`src/rtl/randombytes_pkg.sv`:
```
// Shared constants and FSM state type for the randombytes generator.
// Used by randombytes_gen and xorshift64_step.
package randombytes_pkg;

    localparam int WORD_W = 64;

    localparam logic [WORD_W-1:0] DEFAULT_SEED =
        64'h9E3779B97F4A7C15;

    typedef enum logic [1:0] {
        IDLE = 2'd0,
        GEN  = 2'd1,
        DONE = 2'd2
    } rb_state_t;

    // A zero state would lock xorshift at zero forever.
    function automatic logic [WORD_W-1:0] seed_fix(
        input logic [WORD_W-1:0] s
    );
        return (s == '0) ? DEFAULT_SEED : s;
    endfunction

endpackage

```
`src/rtl/xorshift64_step.sv`:
```
// One combinational xorshift64 step (13, 7, 17).
// Shared with other samplers that need the same sequence.
module xorshift64_step
    import randombytes_pkg::*;
(
    input  logic [WORD_W-1:0] i_x,
    output logic [WORD_W-1:0] o_y
);

    logic [WORD_W-1:0] w_a;
    logic [WORD_W-1:0] w_b;

    assign w_a = i_x ^ (i_x << 13);
    assign w_b = w_a ^ (w_a >> 7);
    assign o_y = w_b ^ (w_b << 17);

endmodule

```
`src/rtl/randombytes_gen.sv`:
```
// Seedable pseudo-random byte generator, one 64-bit word per cycle.
// Optional valid/ready word stream under RANDOMBYTES_STREAM_EN.
module randombytes_gen
    import randombytes_pkg::*;
#(
    parameter int OUT_BYTES = 32
) (
    input  logic                   i_clk,
    input  logic                   i_rst,
    input  logic                   i_seed_load,
    input  logic [WORD_W-1:0]      i_seed_in,
    input  logic                   i_start,
    output logic                   o_busy,
    output logic                   o_random_done,
    output logic [OUT_BYTES*8-1:0] o_rand_out,
    output logic                   o_word_valid,
    input  logic                   i_word_ready,
    output logic [WORD_W-1:0]      o_word_data,
    output logic                   o_word_last
);

    localparam int NWORDS = OUT_BYTES / 8;
    localparam int IDX_W  = (NWORDS > 1) ? $clog2(NWORDS) : 1;
    localparam int BUF_W  = OUT_BYTES * 8;

    rb_state_t         r_fsm;
    logic [WORD_W-1:0] r_state;
    logic [IDX_W-1:0]  r_idx;
    logic [BUF_W-1:0]  r_rand_out;

    logic [WORD_W-1:0] w_next;
    logic              w_accept;
    logic              w_last_idx;
    logic              w_gen;

    xorshift64_step u_step (
        .i_x (r_state),
        .o_y (w_next)
    );

    assign w_gen      = (r_fsm == GEN);
    assign w_last_idx = (r_idx == IDX_W'(NWORDS - 1));

`ifdef RANDOMBYTES_STREAM_EN
    assign w_accept     = w_gen && i_word_ready;
    assign o_word_valid = w_gen;
    assign o_word_data  = w_next;
    assign o_word_last  = w_gen && w_last_idx;
`else
    logic w_unused_ready;
    assign w_unused_ready = i_word_ready;
    assign w_accept       = w_gen;
    assign o_word_valid   = 1'b0;
    assign o_word_data    = '0;
    assign o_word_last    = 1'b0;
`endif

    always_ff @(posedge i_clk) begin
        if (i_rst) begin
            r_fsm      <= IDLE;
            r_state    <= DEFAULT_SEED;
            r_idx      <= '0;
            r_rand_out <= '0;
        end else begin
            unique case (r_fsm)
                IDLE: begin
                    if (i_seed_load) begin
                        r_state <= seed_fix(i_seed_in);
                    end
                    if (i_start) begin
                        r_fsm      <= GEN;
                        r_idx      <= '0;
                        r_rand_out <= '0;
                    end
                end
                GEN: begin
                    if (w_accept) begin
                        r_state <= w_next;
                        r_rand_out[int'(r_idx)*WORD_W +: WORD_W]
                            <= w_next;
                        r_idx <= r_idx + 1'b1;
                        if (w_last_idx) begin
                            r_fsm <= DONE;
                        end
                    end
                end
                DONE: begin
                    r_fsm <= IDLE;
                end
                default: begin
                    r_fsm <= IDLE;
                end
            endcase
        end
    end

    assign o_busy        = (r_fsm != IDLE);
    assign o_random_done = (r_fsm == DONE);
    assign o_rand_out    = r_rand_out;

endmodule
```
`config.mk`:
```
export PLATFORM = sky130hd
export DESIGN_NAME = randombytes_gen
export DESIGN_NICKNAME = d
export VERILOG_FILES = /design/src/rtl/randombytes_pkg.sv /design/src/rtl/xorshift64_step.sv /design/src/rtl/randombytes_gen.sv
export SDC_FILE = /design/constraint.sdc
export NUM_CORES = 1
export LEC_CHECK = 0
export BUFFER_PORTS_ARGS = -buffer_cell sky130_fd_sc_hd__buf_4
export CAP_MARGIN = 10
export CORE_UTILIZATION = 40
export CTS_CLUSTER_SIZE = 12
export DETAILED_ROUTE_END_ITERATION = 6
export PLACE_DENSITY = 0.65
export SLEW_MARGIN = 20
export SYNTH_ARGS = -nofsm -noshare
export SYNTH_HDL_FRONTEND = slang
export SYNTH_SLANG_ARGS = --single-unit
```
`constraint.sdc`:
```
create_clock -name i_clk -period 4 [get_ports i_clk]
set_input_delay 0.8 -clock i_clk [delete_from_list [all_inputs] [get_ports i_clk]]
set_output_delay 0.8 -clock i_clk [all_outputs]
set_load 0.01 [all_outputs]
```
==> impl_metrics.ini, run 1 <==
[job]
drv.max_cap_violation_count = 0

[yosys]
synth_area_per_cell_um2 = 9.16
ys_ff_latch = 324
yosysUniqueCellTypes = 39
synth_cells = 1487
synth_compound_area_share_pct = 20.7
synth_top_area_share_pct = 47.6
synth_top_family_by_area = compound AO/OA/AOI/OAI gates
synth_edf_count = 0
synthArstFlopShare_pct = 0
synthSimpleGateAreaFrac_pct = 12.2
synth_xor_area_share_pct = 11.7
ys_seq_area_share_pct = 47.6
ys.flop_type = dfxtp_1
syn-cell-area_um2 = 13600
synth_largest_area_cell = dfxtp_1
synthTopCellsByArea = dfxtp_1 (48%), a22oi_1 (14%), nor2_1 (7.7%)
ys_warn_count = 0
synthAdderAreaFrac_pct = 0.367
yosys-mux-area-fraction_pct = 0

[layout]
fin_area_um2 = 17400
fin_util_pct = 51.9
final_cell_mix = buf_4 (335), dfxtp_1 (324), nor2_1 (277)
nets = 1820
multi_input_area_um2 = 6410
drive_gt1_share_pct = 24.6
seq_area_um2 = 6490
syn2layout_area_growth_pct = 27.7
fillers = 3141
mostFrequentLayoutCell = buf_4

[cts]
cts_buffers = 37
cts_tree = built
clk_pin_slew_ps = 60
cts_resized = 0
root_buffer = clkbuf_16
postCtsHoldBufs = 0
clk_path_buf_depth = 3
postCtsSetupRepairBufs = 0
clock-sinks = 324
clk_latency_ps = 530
ctsHtreeMaxLevel = 2

[global_routing]
overflow = 0
track_usage_pct = 26.4
grt_max_degree = 127
grt_pass1_wl_mm = 71.6
antenna_found_initial = 3
grt_pass1_vias = 11500

[sta]
clock.fmax_mhz = 379
setup_violations = 0
slew_viol_final = 0
fin_tns_setup_ps = 0
finalCritPeriodShare_pct = 65.9
min_period_ps = 2640
rsz0062_at_grt = false
tightest_slew_ps = 1110
timing.slew.headroom_pct = 25.3
finalClockSkew_ps = 15.6
final_hold_viol_count = 0

[routing]
post-route-drc-count = 0
antenna_left = 0
wl_per_cell_um = 21.5
first_pass_iters = 5
via_per_inst = 5.53
routed_wl_mm = 47.9
num_vias = 12300
drtIter0Drc = 1023

[pwr]
pwr-share-comb_pct = 33.9
seq_power_share_pct = 34.6
peakVddDrop_v = 0.000378
switchingPower_mw = 4.09
pwr_density_cell_nw_per_um2 = 610
p_sw_share_pct = 38.5
p_int_mw = 6.52
power_mw = 10.6
pwr-share-clk_pct = 31.5
power_leakage_nw = 7.03

[floorplan]
start_util_pct = 40.6
die_h_um = 187
core_um2 = 33500
die_area_um2 = 34800
pin_count = 393
die_width_um = 187
row_count = 67

[worst_setup_path]
worstSetupPathType = flop to flop
required_ps = 4400
setup.worst_path.start_class = flop
arrival_ps = 3030
end_kind = flop
crit_fanout = 6

[placed_design]
place_congestion = 0.940
portBuffers = 325
dp_hpwl_mm = 33.2
dpl_cell_area_um2 = 16200

[min_path]
hold_path.class = flop to flop

[status]
outcome = complete, no violations
[power groups by stage]
stage | combinational (mW) | sequential, mW | clock (mW)
floorplan | 2.18 | 3.71 | 0
global placement | 3.55 | 3.73 | 0
detailed placement | 3.60 | 3.73 | 0
CTS | 3.61 | 3.66 | 3.38
global route | 3.83 | 3.69 | 3.52
finish | 3.60 | 3.67 | 3.34
[through the flow]
stage | setup WS, ps | instances | hold slack, ps
final | 1360 | 2224 | 493
after global routing | 1330 | 2224 | 495
after CTS | 1460 | 2222 | 487
after detailed placement | 1220 | 2156 | 481
after global placement | 1310 | 2156 | 463
after floorplan | 1830 | 1552 | 444
[final cells by class]
| cell class | count | share of cell area, % |
|---|---|---|
| Sequential cell | 324 | 37.3 |
| Multi-Input combinational cell | 1033 | 36.8 |
| Timing Repair Buffer | 345 | 15.6 |
| Clock buffer | 55 | 6.59 |
| Tap cell | 448 | 3.22 |
| Clock inverter | 11 | 0.360 |
| Inverter | 6 | 0.129 |
| Antenna cell | 2 | 0.0288 |
[path summary, 6_finish.rpt]
path               start           to  slack, ps  cells after the start
max           r_state[7]  r_state[30]       1360                      5
min          r_state[62]  r_state[62]        490                      2
max reg2reg   r_state[7]  r_state[30]       1360                      5
min reg2reg  r_state[62]  r_state[62]        490                      2
[cell families after synthesis]
| group | after synthesis |
|---|---|
| simple gates | 404 |
| compound gates | 392 |
| flops | 324 |
| buf+inv | 195 |
| xor+xnor | 167 |
| fa+ha+maj | 4 |
| other cells | 1 |
[registers in the layout, summed over array words and instances, names as in the netlist]
signal / count
o_rand_out: 256
r_fsm: 2
r_idx: 2
r_state: 64
[synthesized netlist by cell type, drive strengths merged, types with 3 or more instances]
| cell | n |
|---|---|
| inv | 6 |
| a21oi | 20 |
| nand3 | 3 |
| nor2 | 278 |
| buf | 117 |
| nand2 | 69 |
| clkbuf | 72 |
| a22oi | 260 |
| a221oi | 35 |
| a31oi | 3 |
| o21ai | 47 |
| xor2 | 43 |
| nand4 | 4 |
| nor4 | 17 |
| o211ai | 16 |
| a311oi | 4 |
| nand2b | 21 |
| xnor2 | 124 |
| ha | 4 |
| a21o | 4 |
| dfxtp | 324 |
[layer usage]
metal	share of wire, %	GRT usage, %
met5	0.027	0
met1	40	33.5
met4	3.4	9.99
met3	9.5	7.41
met2	47	42.5
[worst max-delay path: stages, from the launching register on]
cell and delay [ps]:
dfxtp_1 470, xor2_2 250, xnor2_1 940, xnor2_1 400, a221oi_1 380, nand2_1 70
Note: power is estimated with default switching activity, not from simulation.
==> run 2: changes to the inputs <==
--- a/config.mk
+++ b/config.mk
@@ -10,7 +10,7 @@
 export CORE_UTILIZATION = 40
 export CTS_CLUSTER_SIZE = 12
 export DETAILED_ROUTE_END_ITERATION = 6
-export PLACE_DENSITY = 0.65
+export PLACE_DENSITY = 0.68
 export SLEW_MARGIN = 20
 export SYNTH_ARGS = -nofsm -noshare
 export SYNTH_HDL_FRONTEND = slang
==> constraint.sdc (replaced) <==
create_clock -name i_clk -period 2.3 [get_ports i_clk]
set_input_delay 0.46 -clock i_clk [delete_from_list [all_inputs] [get_ports i_clk]]
set_output_delay 0.46 -clock i_clk [all_outputs]
set_load 0.01 [all_outputs]
==> run 2 against run 1 <==
Compared with the run above: highest routed layer is now met4; routed wire length down 0.23%; maximum frequency increased by 22%; critical path depth rose by 1; hold slack lost 320 ps; first-iteration DRC count down 8.3%; register-to-register slack got worse by 1200 ps; cell count rose by 2.3%; utilization increased by 1.2 points; sequential cell count is the same.
==> impl_metrics.ini, run 2 (synthesized netlist as in run 1, its figures left out) <==
[cts]
postCtsHoldBufs = 0
clock-sinks = 324
ctsHtreeMaxLevel = 2
clk_pin_slew_ps = 60
cts_buffers = 37
clk_path_buf_depth = 3
clk_latency_ps = 520
root_buffer = clkbuf_16
cts_tree = built

[global_routing]
antenna_found_initial = 1
use_met1_pct = 33.9
overflow = 0
top_usage_layer = met2
grt_pass1_wl_mm = 71.9
grt_util_met3_pct = 6.04
use_met2_pct = 43.4
grt_pass1_vias = 11900
grt_max_degree = 104
track_usage_pct = 26.5

[worst_setup_path]
worstSetupPathType = flop to flop
crit_chain = inv_1 > ha_1 > nor4b_2 > buf_12 > a22oi_1 > nor2_1
end_kind = flop
setup.worst_path.start_class = flop
cp_slowest_stage_delay_ps = 490
arrival_ps = 2600
crit_fanout = 41
required_ps = 2740
cpMaxStageDelayCell = dfxtp_1

[floorplan]
die_h_um = 187
pin_count = 393
start_util_pct = 40.6
row_count = 67
die_width_um = 187
die_area_um2 = 34800
core_um2 = 33500

[sta]
timing.slew.headroom_pct = 40.2
setup_violations = 0
finalClockSkew_ps = 14.3
min_period_ps = 2160
tightest_slew_ps = 890
rsz0062_at_grt = false
clock.fmax_mhz = 463
finalCritPeriodShare_pct = 94.0
slew_viol_final = 0
final_hold_viol_count = 0

[layout]
mostFrequentLayoutCell = buf_4
final_cell_mix = buf_4 (389), dfxtp_1 (324), nor2_1 (277)
multi_input_area_um2 = 6410
drive_gt1_share_pct = 26.7
layout.cells.non_filler = 2275
syn2layout_area_growth_pct = 30.6
seq_area_um2 = 6490
fillers = 3127
nets = 1878
largest_reg_flops = 256

[job]
drv.max_cap_violation_count = 0

[placed_design]
dp.cells = 2214
dp_hpwl_mm = 34.2
portBuffers = 325
place_congestion = 0.933

[routing]
num_vias = 12400
drtIter0Drc = 938
via_per_inst = 5.46
post-route-drc-count = 0
routed_wl_mm = 47.8
wl_per_cell_um = 21.0
first_pass_iters = 5
antenna_left = 0

[status]
outcome = complete, no violations

[pwr]
power_leakage_nw = 7.27
power_mw = 18.9
pwr_density_cell_nw_per_um2 = 1060
peakVddDrop_v = 0.000561

[min_path]
hold_path.class = input port to flop
-- run 2: cell types whose count changed in the layout (fill, tap and decap cells not counted), sizes merged --
cell      previous run  this run
clkinvlp             0         2
diode                2         1
bufinv               0         1
clkinv              10         6
buf                345       403
clkbuf              55        50
-- run 2: stage by stage --
stage          setup TNS [ps]  setup slack [ps]  hold slack (ps)  util (%)  instance area, µm²
2_1_floorplan               0               474              444         -               13900
3_3_place_gp             -408             -38.1              457      49.7               16700
3_5_place_dp            -7.63             -4.53              460      49.7               16700
4_1_cts                     0               147              163      53.1               17800
5_1_grt                     0              38.3              173      53.1               17800
6_report                    0               138              177      53.1               17800
-- run 2: cell type report --
class / instances / share of cell area [%]
tap: 448 / 3.15
clock buffer: 50 / 5.92
antenna: 1 / 0.0141
clock inverter: 10 / 0.471
sequential: 324 / 36.4
timing repair buffer: 403 / 17.9
multi-input combinational: 1033 / 36.0
inverter: 6 / 0.127
-- run 2: worst paths after layout --
kind / startpoint / to / slack (ps) / cells after the start
max: r_idx[0] / o_rand_out[36] / 140 / 6
max reg2reg: r_idx[0] / o_rand_out[36] / 140 / 6
min reg2reg: r_state[62] / r_state[62] / 470 / 2
min: i_seed_in[43] / r_state[43] / 180 / 3
-- run 2: critical path: cells and delay by family, from the launching register on --
| kind | cells | cell delay (ps) |
|---|---|---|
| DFF | 1 | 490 |
| and+or+nand+nor | 2 | 590 |
| buffers and inverters | 2 | 410 |
| adders and majority gates | 1 | 390 |
| AOI/OAI and AO/OA | 1 | 140 |
-- run 2: timing repair --
| action | 4_1_cts | 5_1_grt |
|---|---|---|
| endpoints found under the setup margin | 0 | 1 |
| setup buffers | 0 | 0 |
| gates resized for setup | 0 | 1 |
-- run 2: per-layer routing --
layer / up-vias / share of wire, %
li1: 5707 / -
met1: 5978 / 41
met2: 640 / 47
met3: 103 / 8.9
met4: 0 / 3.5
met5: - / 0
-- run 2: power by group --
group / internal [mW] / total [mW] / switching [mW] / leakage [nW]
sequential: 5.97 / 6.38 / 0.410 / 2.63
combinational: 2.58 / 6.99 / 4.41 / 4.08
clock: 3.31 / 5.56 / 2.26 / 0.562
==> run 3: changes to the inputs <==
==> constraint.sdc (replaced) <==
create_clock -name i_clk -period 2.3 [get_ports i_clk]
set_input_delay 0.23 -clock i_clk [delete_from_list [all_inputs] [get_ports i_clk]]
set_output_delay 0.23 -clock i_clk [all_outputs]
set_load 0.01 [all_outputs]
==> run 3 against run 2 <==
Compared with the run above: hold slack worse by 160 ps; cell count rose by 1.8%; count of clock-buffer cells in the layout unchanged; register-to-register slack improved by 40 ps; clock power about the same; utilization increased by 1.2 points; die area stayed put; highest routed layer unchanged; maximum frequency grew 0.71%; sequential power barely moved; largest cell class unchanged; critical path type is now input port to flop; sequential cell count unchanged; via count is 1.2% higher.
==> impl_metrics.ini, run 3 (synthesized netlist as in run 1, its figures left out) <==
[status]
outcome = complete, no violations

[layout]
mostFrequentLayoutCell = buf_4
fillers = 3098
syn2layout_area_growth_pct = 33.5
seq_area_um2 = 6490
multi_input_area_um2 = 6410
nets = 1917
drive_gt1_share_pct = 26.3
final_cell_mix = buf_4 (394), dfxtp_1 (324), nor2_1 (277)
antenna-diode-count = 0
largest_reg_flops = 256

[placed_design]
dp_hpwl_mm = 34.4
portBuffers = 325
place_congestion = 0.935

[routing]
num_vias = 12600
first_pass_iters = 5
drtIter0Drc = 926
routed_wl_mm = 48.4
antenna_left = 0
wl_per_cell_um = 20.9
post-route-drc-count = 0
via_per_inst = 5.43

[pwr]
p_int_mw = 11.9
power_leakage_nw = 7.45
p_sw_share_pct = 37.6
power_mw = 19.1
pwr-share-clk_pct = 29.2
seq_power_share_pct = 33.4
pwr_density_cell_nw_per_um2 = 1050
switchingPower_mw = 7.18
pwr-share-comb_pct = 37.4
peakVddDrop_v = 0.000585

[worst_setup_path]
setup.worst_path.start_class = input port
worstSetupPathType = input port to flop
timing.rr.start = r_idx[0]
crit_start = i_seed_in[32]
required_ps = 2760
end_kind = flop
arrival_ps = 2610
crit_fanout = 19

[floorplan]
die_h_um = 187
die_area_um2 = 34800
core_um2 = 33500
die_width_um = 187
row_count = 67
start_util_pct = 40.6
pin_count = 393

[sta]
timing.slew.headroom_pct = 44.9
tightest_slew_ps = 821
clock.fmax_mhz = 466
fin_tns_setup_ps = 0
final_hold_viol_count = 0
setup_violations = 0
rsz0062_at_grt = false
finalCritPeriodShare_pct = 93.3
min_period_ps = 2150
slew_viol_final = 0
finalClockSkew_ps = 15.5

[global_routing]
grt_max_degree = 110
overflow = 0
grt_pass1_wl_mm = 73.2
grt_pass1_vias = 11900
track_usage_pct = 26.9
antenna_found_initial = 0

[cts]
clk_pin_slew_ps = 60
cts_buffers = 36
clock-sinks = 324
clk_latency_ps = 520
ctsHtreeMaxLevel = 2
postCtsSetupRepairBufs = 0
root_buffer = clkbuf_16
clk_path_buf_depth = 3
cts_tree = built

[min_path]
hold_start = i_seed_in[4]
hold_path.class = input port to flop

[job]
drv.max_cap_violation_count = 0
[run 3: changes by cell type in the layout (fill, tap and decap cells not counted), sizes merged]
cell         delta
clkinvlp        -2
inv             +1
dlygate4sd3    +34
clkinv          +1
bufinv          +1
buf             +6
diode           -1
[run 3: power groups by stage]
stage                     clock [mW]  sequential [mW]  combinational, mW
after floorplan                    0             6.45               3.80
after global placement             0             6.48               6.99
after detailed placement           0             6.48               7.05
after CTS                       5.67             6.36               7.14
after global routing            5.91             6.41               7.55
final                           5.57             6.37               7.14
[run 3: final timing paths]
| check | slack, ps | depth (start not counted) | endpoint |
|---|---|---|---|
| hold / removal | 10 | 3 | r_state[4] |
| hold reg to reg | 470 | 2 | r_state[61] |
| setup / recovery | 150 | 9 | r_state[10] |
| setup reg to reg | 180 | 6 | o_rand_out[16] |
[run 3: final cells by class]
type	count	area share [%]
sequential	324	35.6
multi-input combinational	1033	35.2
tap	448	3.08
timing repair buffer	443	19.7
clock buffer	50	5.52
inverter	6	0.124
clock inverter	11	0.639
[run 3: stage by stage]
step           hold WS [ps]  std cells  area, µm²  utilization (%)  setup WS, ps
6_report               12.0       2315      18200             54.3           153
5_1_grt                22.5       2315      18200             54.3          34.3
4_1_cts                3.69       2315      18200             54.2          20.1
3_5_place_dp            468       2220      16700             49.9          4.10
3_3_place_gp            457       2220      16700             49.9          48.0
2_1_floorplan           359       1552      13900                -           512
[run 3: metal layers]
metal / vias to the layer above / wire (µm) / global-route usage, %
li1: 5779 / - / -
met1: 6115 / 19900 / 34.5
met2: 601 / 23200 / 45.1
met3: 77 / 3940 / 5.81
met4: 0 / 1370 / 8.04
met5: - / 0 / 0
[run 3: timing repair]
action | CTS | global route
gates resized for setup | 0 | 1
hold endpoints to repair | 34 | 0
hold buffers | 34 | 0
endpoints found under the setup margin | 0 | 10
[run 3: worst max-delay path: stages]
cell and delay [ps]:
dlygate4sd3_1 550, buf_4 140, nor4_2 290, buf_4 190, nand4_1 210, nor4_2 420, buf_4 280, o21ai_0 180
nand2_1 110
